`config.mk`:
```
export PLATFORM = sky130hd
export DESIGN_NAME = mult_sched
export DESIGN_NICKNAME = d
export VERILOG_FILES = /design/src/rtl/mult_sched_pkg.sv /design/src/rtl/mult_sched_rr_picker.sv /design/src/rtl/mult_sched.sv
export SDC_FILE = /design/constraint.sdc
export NUM_CORES = 1
export LEC_CHECK = 0
export CORE_ASPECT_RATIO = 0.8
export CORE_MARGIN = 3
export CORE_UTILIZATION = 37
export CTS_CLUSTER_SIZE = 10
export DETAILED_ROUTE_END_ITERATION = 8
export GPL_ROUTABILITY_DRIVEN = 0
export PLACE_DENSITY = 0.77
export RECOVER_POWER = 25
export SYNTH_ARGS = -nofsm -noshare
export SYNTH_HDL_FRONTEND = slang
export SYNTH_SLANG_ARGS = --single-unit
```
`constraint.sdc`:
```
create_clock -name clock -period 1.41 [get_ports clock]
set_input_delay 0.282 -clock clock [delete_from_list [all_inputs] [get_ports clock]]
set_output_delay 0.282 -clock clock [all_outputs]
set_load 0.02 [all_outputs]
```
`src/rtl/mult_sched_pkg.sv`:
```
`default_nettype none
// ============================================================================
// Module      : mult_sched_pkg
// Description : Shared types and constants for the multiplier scheduler.
// Revision    : 1.0 - initial release
// ============================================================================
package mult_sched_pkg;

    localparam int c_op_w            = 4;
    localparam int c_res_w           = 8;
    localparam int c_n_req_default   = 4;
    localparam int c_timeout_default = 16;

    typedef enum logic [1:0] {
        ST_IDLE  = 2'd0,
        ST_ISSUE = 2'd1,
        ST_WAIT  = 2'd2,
        ST_RESP  = 2'd3
    } state_t;

    // Counter/index width for n values, never narrower than one bit.
    function automatic int idx_w(input int n);
        return (n > 1) ? $clog2(n) : 1;
    endfunction

endpackage
`default_nettype wire

```
`src/rtl/mult_sched_rr_picker.sv`:
```
`default_nettype none
// ============================================================================
// Module      : rr_picker
// Description : Combinational round-robin select, first set req at/after ptr.
// Revision    : 1.0 - initial release
// ============================================================================
module rr_picker
    import mult_sched_pkg::*;
#(
    parameter int N_REQ = c_n_req_default,
    parameter int IDX_W = idx_w(N_REQ)
) (
    input  logic [N_REQ-1:0] req_i,
    input  logic [IDX_W-1:0] rr_ptr_i,
    output logic [IDX_W-1:0] index_o,
    output logic             valid_o
);

    int w_j;

    // Scan offsets from the far end so the nearest hit to the pointer wins.
    always_comb begin
        valid_o = 1'b0;
        index_o = '0;
        w_j     = 0;
        for (int k = N_REQ - 1; k >= 0; k--) begin
            w_j = int'(rr_ptr_i) + k;
            if (w_j >= N_REQ) begin
                w_j = w_j - N_REQ;
            end
            if (req_i[w_j]) begin
                valid_o = 1'b1;
                index_o = IDX_W'(w_j);
            end
        end
    end

endmodule
`default_nettype wire

```
`src/rtl/mult_sched.sv`:
```
`default_nettype none
// ============================================================================
// Module      : mult_sched
// Description : Round-robin scheduler sharing one signed 4x4 multiplier.
// Revision    : 1.0 - initial release
// ============================================================================
module mult_sched
    import mult_sched_pkg::*;
#(
    parameter int N_REQ   = c_n_req_default,
    parameter int TIMEOUT = c_timeout_default
) (
    input  logic                      clock,
    input  logic                      reset,
    input  logic [N_REQ-1:0]          req,
    input  logic [c_op_w*N_REQ-1:0]   a_in,
    input  logic [c_op_w*N_REQ-1:0]   b_in,
    output logic [N_REQ-1:0]          grant,
    output logic [N_REQ-1:0]          ack,
    output logic [c_res_w-1:0]        result,
    output logic                      err,
    output logic                      busy,
    output logic                      mul_start,
    output logic [c_op_w-1:0]         mul_a,
    output logic [c_op_w-1:0]         mul_b,
    input  logic                      mul_done,
    input  logic [c_res_w-1:0]        mul_result
);

    localparam int               IDX_W      = idx_w(N_REQ);
    localparam int               TMR_W      = idx_w(TIMEOUT);
    localparam logic [TMR_W-1:0] c_tmr_last = TMR_W'(TIMEOUT - 1);
    localparam logic [IDX_W-1:0] c_idx_last = IDX_W'(N_REQ - 1);

    state_t               state_q,  state_d;
    logic [IDX_W-1:0]     owner_q,  owner_d;
    logic [IDX_W-1:0]     rr_ptr_q, rr_ptr_d;
    logic [TMR_W-1:0]     timer_q,  timer_d;
    logic [c_op_w-1:0]    opa_q,    opa_d;
    logic [c_op_w-1:0]    opb_q,    opb_d;
    logic [c_res_w-1:0]   result_q, result_d;
    logic                 err_q,    err_d;

    logic [IDX_W-1:0]     pick_idx;
    logic                 pick_valid;
    logic [c_op_w-1:0]    sel_a;
    logic [c_op_w-1:0]    sel_b;

    rr_picker #(
        .N_REQ (N_REQ),
        .IDX_W (IDX_W)
    ) u_picker (
        .req_i    (req),
        .rr_ptr_i (rr_ptr_q),
        .index_o  (pick_idx),
        .valid_o  (pick_valid)
    );

    always_comb begin
        sel_a = '0;
        sel_b = '0;
        for (int i = 0; i < N_REQ; i++) begin
            if (pick_idx == IDX_W'(i)) begin
                sel_a = a_in[i*c_op_w +: c_op_w];
                sel_b = b_in[i*c_op_w +: c_op_w];
            end
        end
    end

    always_ff @(posedge clock) begin
        if (reset) begin
            state_q  <= ST_IDLE;
            owner_q  <= '0;
            rr_ptr_q <= '0;
            timer_q  <= '0;
            opa_q    <= '0;
            opb_q    <= '0;
            result_q <= '0;
            err_q    <= 1'b0;
        end else begin
            state_q  <= state_d;
            owner_q  <= owner_d;
            rr_ptr_q <= rr_ptr_d;
            timer_q  <= timer_d;
            opa_q    <= opa_d;
            opb_q    <= opb_d;
            result_q <= result_d;
            err_q    <= err_d;
        end
    end

    // mul_done only matters in WAIT; every other state drops it.
    always_comb begin
        state_d  = state_q;
        owner_d  = owner_q;
        rr_ptr_d = rr_ptr_q;
        timer_d  = timer_q;
        opa_d    = opa_q;
        opb_d    = opb_q;
        result_d = result_q;
        err_d    = err_q;
        case (state_q)
            ST_IDLE: begin
                if (pick_valid) begin
                    owner_d = pick_idx;
                    opa_d   = sel_a;
                    opb_d   = sel_b;
                    state_d = ST_ISSUE;
                end
            end
            ST_ISSUE: begin
                timer_d = '0;
                state_d = ST_WAIT;
            end
            ST_WAIT: begin
                if (mul_done) begin
                    result_d = mul_result;
                    err_d    = 1'b0;
                    state_d  = ST_RESP;
                end else if (timer_q == c_tmr_last) begin
                    result_d = '0;
                    err_d    = 1'b1;
                    state_d  = ST_RESP;
                end else begin
                    timer_d = timer_q + 1'b1;
                end
            end
            ST_RESP: begin
                rr_ptr_d = (owner_q == c_idx_last) ? '0 : owner_q + 1'b1;
                state_d  = ST_IDLE;
            end
            default: begin
                state_d = ST_IDLE;
            end
        endcase
    end

    assign busy      = (state_q != ST_IDLE);
    assign mul_start = (state_q == ST_ISSUE);
    assign mul_a     = opa_q;
    assign mul_b     = opb_q;
    assign result    = result_q;
    assign err       = err_q;

    always_comb begin
        grant = '0;
        ack   = '0;
        for (int i = 0; i < N_REQ; i++) begin
            grant[i] = busy && (owner_q == IDX_W'(i));
            ack[i]   = (state_q == ST_RESP) && (owner_q == IDX_W'(i));
        end
    end

endmodule
`default_nettype wire

```
==> results.txt, run 1 <==
- Status: finished with violations
- The checks that failed: setup timing.
- The die covers 5040 µm².
- Grouping stages by cell kind, the critical path spends the most delay in simple AND/OR/NAND/NOR gates.
- Dominant cell type by area after synthesis: sky130_fd_sc_hd__dfxtp_1
- Number of global-route vias before repair: 1,780
- The worst hold path begins at mul_a[0].
- The first TritonRoute pass finished after 4 iterations.
- Net switching share of the total power: 0.414
- Counting I/O delays and the setup requirement, the final critical path takes 1620 ps.
* Part of the Yosys area used for sequential elements: 0.346
- CTS built an H-tree with a depth of 1.
- Fraction of the mapped netlist area in compound gates: 0.223
- Ratio of cells with drive above 1 in the final layout: 0.458
* CP Cell Sequence: and2_4 > o221ai_4 > and2_4 > buf_6 > o41ai_4 > nor4_1
- Antenna violations before repair: 0
- The worst hold path passes through 2 cells.
- Entering global routing, the biggest net connects 19 pins.
* Final global-route overflow total: 0
- Logic pwr share: 0.658
* Most frequently used flop master after synthesis: sky130_fd_sc_hd__dfxtp_1
- For this design the ratio of total power to cell area is 1440 nW/µm².
- Number of nets produced by synthesis: 232
- Leading cell types by total area after synthesis: sky130_fd_sc_hd__dfxtp_1, sky130_fd_sc_hd__ha_1, sky130_fd_sc_hd__mux2i_1
- Summing every instance area after synthesis gives 1560 µm².
* Number of warnings printed during yosys synthesis: 0
* Fraction of the mapped netlist area in simple logic gates: 0.221
* Global-route wire length before repair: 8960 µm
- Yosys instantiated no cell more often than sky130_fd_sc_hd__dfxtp_1.
* Fmax: 619 MHz
- The min-delay analysis places its worst path in the category register to register.
- The slowest stage of the critical path belongs to the cell sky130_fd_sc_hd__dfxtp_2.
- Initial drt markers: 80
* Area inside the core boundary: 3930 µm²
- Pin placement for this block handled 74 I/O pins.
* Endpoint kind of the worst setup timing path: register
* Diode insertion count for antenna repair: 0
* Post-detailed-route wirelength per cell: 18.0 µm
- At the end of the flow, the number of nets in the layout was 345.
* Count of input and output buffers: 73
* Post-DR vias/cell: 5.50
- For the final database, setup skew stands at 3.40 ps.
- Setup violations remaining at the end of the flow were counted as 18.
* Main combinational cell family by area after synthesis: compound AO/OA/AOI/OAI gates
- Critical path required time: 1600 ps
* Post-route DRC violation count: 0
* Total wirelength of the detailed-routed design: 6170 µm
* Sequential cell area: 563 µm²
- Startpoint of the worst-slack reg-to-reg timing path: rr_ptr_q[1]
- Together, buffers and inverters on the worst path number 1.
- Standard-cell row count: 20
- Of the post-synthesis cell area, the part taken by muxes is 0.0641.
- TritonCTS built the clock tree.
* Total number of vias: 1,887
- Across every metal layer, demand over resource in global routing totals 0.227.
* Crit-path max FO: 8
- Of the post-synthesis cell area, the dominant cell type holds 0.346.
* Clk_lat worst skew: 290 ps
* Bufs on Longest Clock Path: 2
- Final standard cell utilization of the core: 0.811
- Final period util: 1.15
- In this run the clock root is driven by a sky130_fd_sc_hd__clkbuf_8.
- Worst voltage drop across the vdd grid: 0.000855 V
- Final HPWL from detailed placement: 3510 µm
- Buffers inserted during clock tree synthesis total 3.
- Critical path startpoint category: register
- From left edge to right edge, the die measures 78.6 µm.
- Clock-pin slew was measured on the worst setup and hold paths at 100 ps.
* Count of final hold-check violations: 0
- Of the total power, registers draw 0.237.
- Prior to clock tree synthesis, the placed netlist has a worst setup slack of -673 ps.
- Post-Synth Adder-Cell Area: 0.0721
* Count of unique library cells instantiated by Yosys: 38
* FFs w/ async S/R, synth: 0
- Switching pwr: 1.90 mW
- Of the total synthesized cell area, the portion taken by XOR and XNOR cells is 0.
- Smallest setup slack after layout: -206 ps
- Data arrival time of the critical path: 1800 ps
* Top cell by count, worst path: sky130_fd_sc_hd__and2_4
- Fin. max-slew vios: 0
* Depth of the most critical reg-to-reg path: 6
- The initial utilization of the core area, before any placement, comes to 0.397.
- In this run the remaining antenna-violating nets after routing total 0.
* Type of the worst setup path: register to register
- From synthesis to final layout, the design area changed by 104%.
* Reported leakage power: 1.30 nW
- Worst hold path endpoint: mul_a[0]
* CTS hold repair buffers: 0
- The die is 64.1 µm tall.
- Worst stage delay on the critical path: 360 ps
- The clock net in this run drives a total of 27 sinks.
- Number of flops mapped to enable cells by yosys: 0
- Internal power consumption: 2.68 mW
* Flop2flop setup slack: -210 ps
- Max-capacitance violation count: 0
- Relative contribution of the clock network to total power: 0.105
* Yosys reg bits: 27
- Counting every instance in the synthesized netlist gives 176.
- A synthesized cell averages 8.87 µm².
- Sorting the synthesized cells by how often they occur yields sky130_fd_sc_hd__dfxtp_1, sky130_fd_sc_hd__nor2_1, sky130_fd_sc_hd__inv_1, sky130_fd_sc_hd__nor4_1.
* Slew @ Worst Pin: 360 ps
* Slew Limit Headroom: 0.758
- Fill cells in the final layout number 228.
- Setup repair after global routing could not meet its margin everywhere.
- Area of combinational cells with multiple inputs: 1350 µm²
* Reg-to-reg critical path endpoint: mul_b[1]
[area by class of cell]
type | count | area share
Multi-Input combinational cell | 129 | 0.423
Timing Repair Buffer | 117 | 0.349
Sequential cell | 27 | 0.177
Tap cell | 55 | 0.0216
Inverter | 11 | 0.0145
Clock buffer | 3 | 0.0130
Clock inverter | 1 | 0.00235
[worst max-delay path by stage]
stage                startpoint  endpoint  slack, ps  cells past startpoint
floorplan           rr_ptr_q[1]  mul_a[1]       -110                      7
global placement         req[0]  mul_b[0]       -610                      6
detailed placement       req[2]  mul_a[2]       -670                      6
CTS                      req[2]  mul_b[3]       -120                      8
global route        rr_ptr_q[1]  mul_b[1]       -230                      6
finish              rr_ptr_q[1]  mul_b[1]       -210                      6
[flip-flops by register name, summed over array words and instances (netlist names)]
signal,cells
owner_q,2
result,8
mul_b,4
state_q,2
err,1
timer_q,4
rr_ptr_q,2
mul_a,4
[stage by stage]
stage / area, µm² / hold WS, ps / setup TNS, ps / power (mW) / cells
2_1_floorplan: 1670 / 357 / -850 / 2.32 / 176
3_3_place_gp: 2640 / 466 / -9540 / 3.17 / 323
3_5_place_dp: 2640 / 477 / -10490 / 3.20 / 323
4_1_cts: 2860 / 505 / -1160 / 3.84 / 335
5_1_grt: 3190 / 531 / -2790 / 4.81 / 343
6_report: 3190 / 492 / -1750 / 4.58 / 343
[power groups by stage]
| stage | combinational [mW] | sequential, mW | clock, mW |
|---|---|---|---|
| 2_1_floorplan | 1.15 | 1.17 | 0 |
| 5_1_grt | 3.19 | 1.10 | 0.511 |
| 3_5_place_dp | 2.16 | 1.04 | 0 |
| 4_1_cts | 2.33 | 1.04 | 0.468 |
| 6_report | 3.01 | 1.09 | 0.480 |
| 3_3_place_gp | 2.13 | 1.04 | 0 |
[layer usage]
layer	track usage	wire (µm)	vias up
met4	0.0677	101	0
met3	0.0620	451	10
li1	-	-	881
met5	0	0	-
met1	0.303	2540	918
met2	0.357	3080	78
[worst reg2reg max path, stage by stage (launching register included)]
cell and delay, ps:
sky130_fd_sc_hd__dfxtp_2 360, sky130_fd_sc_hd__and2_4 150, sky130_fd_sc_hd__o221ai_4 220, sky130_fd_sc_hd__and2_4 300
sky130_fd_sc_hd__buf_6 150, sky130_fd_sc_hd__o41ai_4 60, sky130_fd_sc_hd__nor4_1 270
[placed cells by master (no fill, tap or decap), types with 2 or more instances in the layout]
cell                               n
sky130_fd_sc_hd__nor4_2            5
sky130_fd_sc_hd__inv_2             3
sky130_fd_sc_hd__a22oi_1           9
sky130_fd_sc_hd__inv_4             2
sky130_fd_sc_hd__clkbuf_8          3
sky130_fd_sc_hd__a21boi_1          2
sky130_fd_sc_hd__and2_4            8
sky130_fd_sc_hd__o221ai_1          2
sky130_fd_sc_hd__a21boi_2          4
sky130_fd_sc_hd__dfxtp_4           5
sky130_fd_sc_hd__dfxtp_2           3
sky130_fd_sc_hd__o41ai_2           2
sky130_fd_sc_hd__ha_4              5
sky130_fd_sc_hd__nand2b_4          3
sky130_fd_sc_hd__nor2_1           18
sky130_fd_sc_hd__buf_12            2
sky130_fd_sc_hd__nand2_2           4
sky130_fd_sc_hd__buf_6            14
sky130_fd_sc_hd__ha_2              3
sky130_fd_sc_hd__nor2b_1           3
sky130_fd_sc_hd__nand2b_1          6
sky130_fd_sc_hd__nor4_1            6
sky130_fd_sc_hd__mux2i_1           8
sky130_fd_sc_hd__a21oi_1           2
sky130_fd_sc_hd__a2111oi_4         4
sky130_fd_sc_hd__nand3_1           4
sky130_fd_sc_hd__buf_4            36
sky130_fd_sc_hd__clkdlybuf4s50_1  42
sky130_fd_sc_hd__dlygate4sd2_1    19
sky130_fd_sc_hd__inv_1             6
sky130_fd_sc_hd__dfxtp_1          19
sky130_fd_sc_hd__o41ai_4           3
[cells by family (layout without fill, tap and decap cells)]
| group | after synthesis | in the layout |
|---|---|---|
| muxes | 10 | 10 |
| adders and majority gates | 9 | 9 |
| buffers and inverters | 22 | 132 |
| AOI/OAI and AO/OA | 44 | 45 |
| and+or+nand+nor | 64 | 65 |
| DFF | 27 | 27 |
[timing repair]
action | in CTS | in global routing
cloned | 2 | 2
endpoints found under the setup margin | 49 | 34
pin swaps | 15 | 7
buffers inserted | 6 | 6
resized for setup | 116 | 58
Power figures use the tool's default switching activity.
==> run 2, diff against run 1 <==
- REMOVE_ABC_BUFFERS: unset -> 1
==> run 2 against run 1 <==
The flow still finishes with violations (setup timing). Die area stayed put. Combinational power rose by 2%. Via count increased by 1.9%. Wire length grew 7.3%. Cell count is 0.87% lower. Non-clock buffer count fell by 3. Design area rose by 1.5%. Critical path depth rose by 1. Sequential power hardly changed. First-iteration DRC count up 1.3%. Fmax is 1.1% higher. Critical path type is now input pin to register. Largest power group unchanged.
==> results.txt, run 2 (same netlist as run 1, synthesis figures left out) <==
- Cell area reported after detailed placement: 2480 µm² (was 2640 µm²)
- Violations in the final reports: setup timing (unchanged)
- The multi-input gate area in the final layout was 1410 µm² (was 1350 µm²).
* Class of the tightest hold or removal check: register to register (unchanged)
- Worst voltage drop across the vdd grid: 0.000853 V (was 0.000855 V)
- Final global-route overflow total: 0 (unchanged)
* Sink count of the clock tree: 27 (unchanged)
- The classification of the worst setup path was input pin to register (was register to register).
* Slew Limit Headroom: 0.734 (was 0.758)
- Status: finished with violations (unchanged)
* Die outline height: 64.1 µm (unchanged)
- TritonCTS Buffers: 3 (unchanged)
* CTS tree: built (unchanged)
* Reported leakage power: 1.30 nW (about the same)
- Post-DR vias/cell: 5.66 (was 5.50)
* Final-layout worst hold slack: 504 ps (was 492 ps)
- Final period util: 1.13 (was 1.15)
* Total wirelength of the detailed-routed design: 6620 µm (was 6170 µm)
* Largest net degree at the start of global routing: 27 (was 19)
- Die footprint: 5040 µm² (unchanged)
- The total of fill cells in the finished design was 225 (was 228).
- Width of the chip: 78.6 µm (unchanged)
- Most common cell after layout, fill and taps aside: sky130_fd_sc_hd__clkdlybuf4s50_1 (unchanged)
- Slew @ Worst Pin: 398 ps (was 360 ps)
- The final instance area is 3230 µm² (was 3190 µm²).
- The area growth from synthesis to final layout is 107% (was 104%).
* Data arrival time of the critical path: 1760 ps (was 1800 ps)
* Standard-cell row count: 20 (unchanged)
- The reported max-cap violation count is 0 (unchanged).
* Setup repair after global routing missed its margin: yes (unchanged)
* Highest-count cells in the layout ignoring fill and taps: sky130_fd_sc_hd__clkdlybuf4s50_1, sky130_fd_sc_hd__buf_4, sky130_fd_sc_hd__nor2_1, sky130_fd_sc_hd__dfxtp_1, sky130_fd_sc_hd__buf_6 (was sky130_fd_sc_hd__clkdlybuf4s50_1, sky130_fd_sc_hd__buf_4, sky130_fd_sc_hd__dfxtp_1, sky130_fd_sc_hd__dlygate4sd2_1, sky130_fd_sc_hd__nor2_1)
* Fmax: 626 MHz (was 619 MHz)
- The starting DRC count in detailed routing came to 81 (was 80).
- Count of input and output buffers: 73 (unchanged)
- Overall power consumption: 4.64 mW (was 4.58 mW)
* Critical path startpoint category: input pin (was register)
- The post-detailed-route wirelength per cell was 19.5 µm (was 18.0 µm).
* Diode insertion count for antenna repair: 0 (unchanged)
- The worst setup margin is -188 ps (was -206 ps).
* Number of global-route vias before repair: 1,906 (was 1,780)
* Post-layout min period: 1600 ps (was 1620 ps)
* Fin. max-slew vios: 0 (unchanged)
- The setup skew after layout was 2.44 ps (was 3.40 ps).
- Root buffer cell: sky130_fd_sc_hd__clkbuf_8 (unchanged)
- Combined global-route utilization of all metal layers: 0.236 (was 0.227)
* Sequential cell area: 561 µm² (was 563 µm²)
- Number of flip-flops under the largest register name: 8 (unchanged)
* CTS hold repair buffers: 0 (unchanged)
- The worst-skew pair later-pin latency was 280 ps (was 290 ps).
- Critical path required time: 1570 ps (was 1600 ps)
* Total number of vias: 1,923 (was 1,887)
* Area inside the core boundary: 3930 µm² (unchanged)
- Nets: 342 (was 345)
- The remaining antenna violation count is 0 (unchanged).
- Crit-path max FO: 6 (was 8)
* Antenna violations before repair: 0 (unchanged)
* Post-route DRC violation count: 0 (unchanged)
- The number of endpoints with negative hold slack in the final report was 0 (unchanged).
* Final HPWL from detailed placement: 3500 µm (was 3510 µm)
- Number of ports placed on the die boundary: 74 (unchanged)
- The power density over the cells came to 1430 nW/µm² (was 1440 nW/µm²).
- Ratio of cells with drive above 1 in the final layout: 0.442 (was 0.458)
- 1st-pass router iterations: 4 (unchanged)
* # setup viols final: 18 (unchanged)
* Endpoint kind of the worst setup timing path: register (unchanged)
- Starting utilization of the core area: 0.397 (unchanged)
* Bufs on Longest Clock Path: 2 (unchanged)
- # H-tree levels: 1 (unchanged)
- The register clock-pin slew on the reported worst setup and hold paths is 100 ps (about the same).
- Global-route wire length before repair: 9350 µm (was 8960 µm)
## run 2: changes by cell type in the layout (fill, tap and decap cells not counted), sizes merged
cell	delta
dlygate4sd2	-2
clkdlybuf4s15	+3
clkbuf	-1
buf	-3
## run 2: worst paths after layout
kind / startpoint / to / slack (ps) / cells after the start
setup / recovery: req[1] / mul_a[2] / -190 / 7
hold / removal: mul_a[1] / mul_a[1] / 500 / 2
setup reg to reg: rr_ptr_q[1] / mul_a[2] / -170 / 6
hold reg to reg: mul_a[1] / mul_a[1] / 500 / 2
## run 2: timing repair
action | CTS | global route
setup buffers | 8 | 9
endpoints found under the setup margin | 49 | 32
cloned | 2 | 1
pin swaps | 24 | 17
resized for setup | 153 | 51
## run 2: final cells by class
type	count	share of cell area
inverters	11	0.0151
clock buffers	3	0.0128
repair buffers	114	0.339
flip-flops and latches	27	0.173
multi-input cells	129	0.436
clock inverters	1	0.00232
well taps	55	0.0213
## run 2: per-stage QoR
| stage | setup WS (ps) | util | TNS (ps) | cells |
|---|---|---|---|---|
| 4_1_cts | -77.0 | 0.740 | -681 | 331 |
| 2_1_floorplan | -290 | - | -2780 | 165 |
| 5_1_grt | -219 | 0.823 | -2520 | 340 |
| 6_report | -188 | 0.823 | -1740 | 340 |
| 3_5_place_dp | -740 | 0.631 | -10890 | 317 |
| 3_3_place_gp | -638 | 0.631 | -10020 | 317 |
## run 2: critical path, cell delays in order
cell and delay (ps):
sky130_fd_sc_hd__clkdlybuf4s15_1 270, sky130_fd_sc_hd__nand2b_4 210, sky130_fd_sc_hd__o221ai_4 250, sky130_fd_sc_hd__and2_4 250
sky130_fd_sc_hd__buf_4 130, sky130_fd_sc_hd__mux2i_1 220, sky130_fd_sc_hd__o221ai_1 140
## run 2: where the power goes
group | internal, mW | switching (mW) | leakage, nW
clock network | 0.201 | 0.275 | 0.0217
registers | 0.941 | 0.135 | 0.225
logic | 1.55 | 1.54 | 1.05
total | 2.69 | 1.95 | 1.30
## run 2: metal layers
metal / vias to the layer above / track usage / wire, µm
met4: 0 / 0.0742 / 193
met5: - / 0 / 0
met3: 21 / 0.0423 / 329
met2: 83 / 0.426 / 3560
met1: 943 / 0.283 / 2530
li1: 876 / - / -
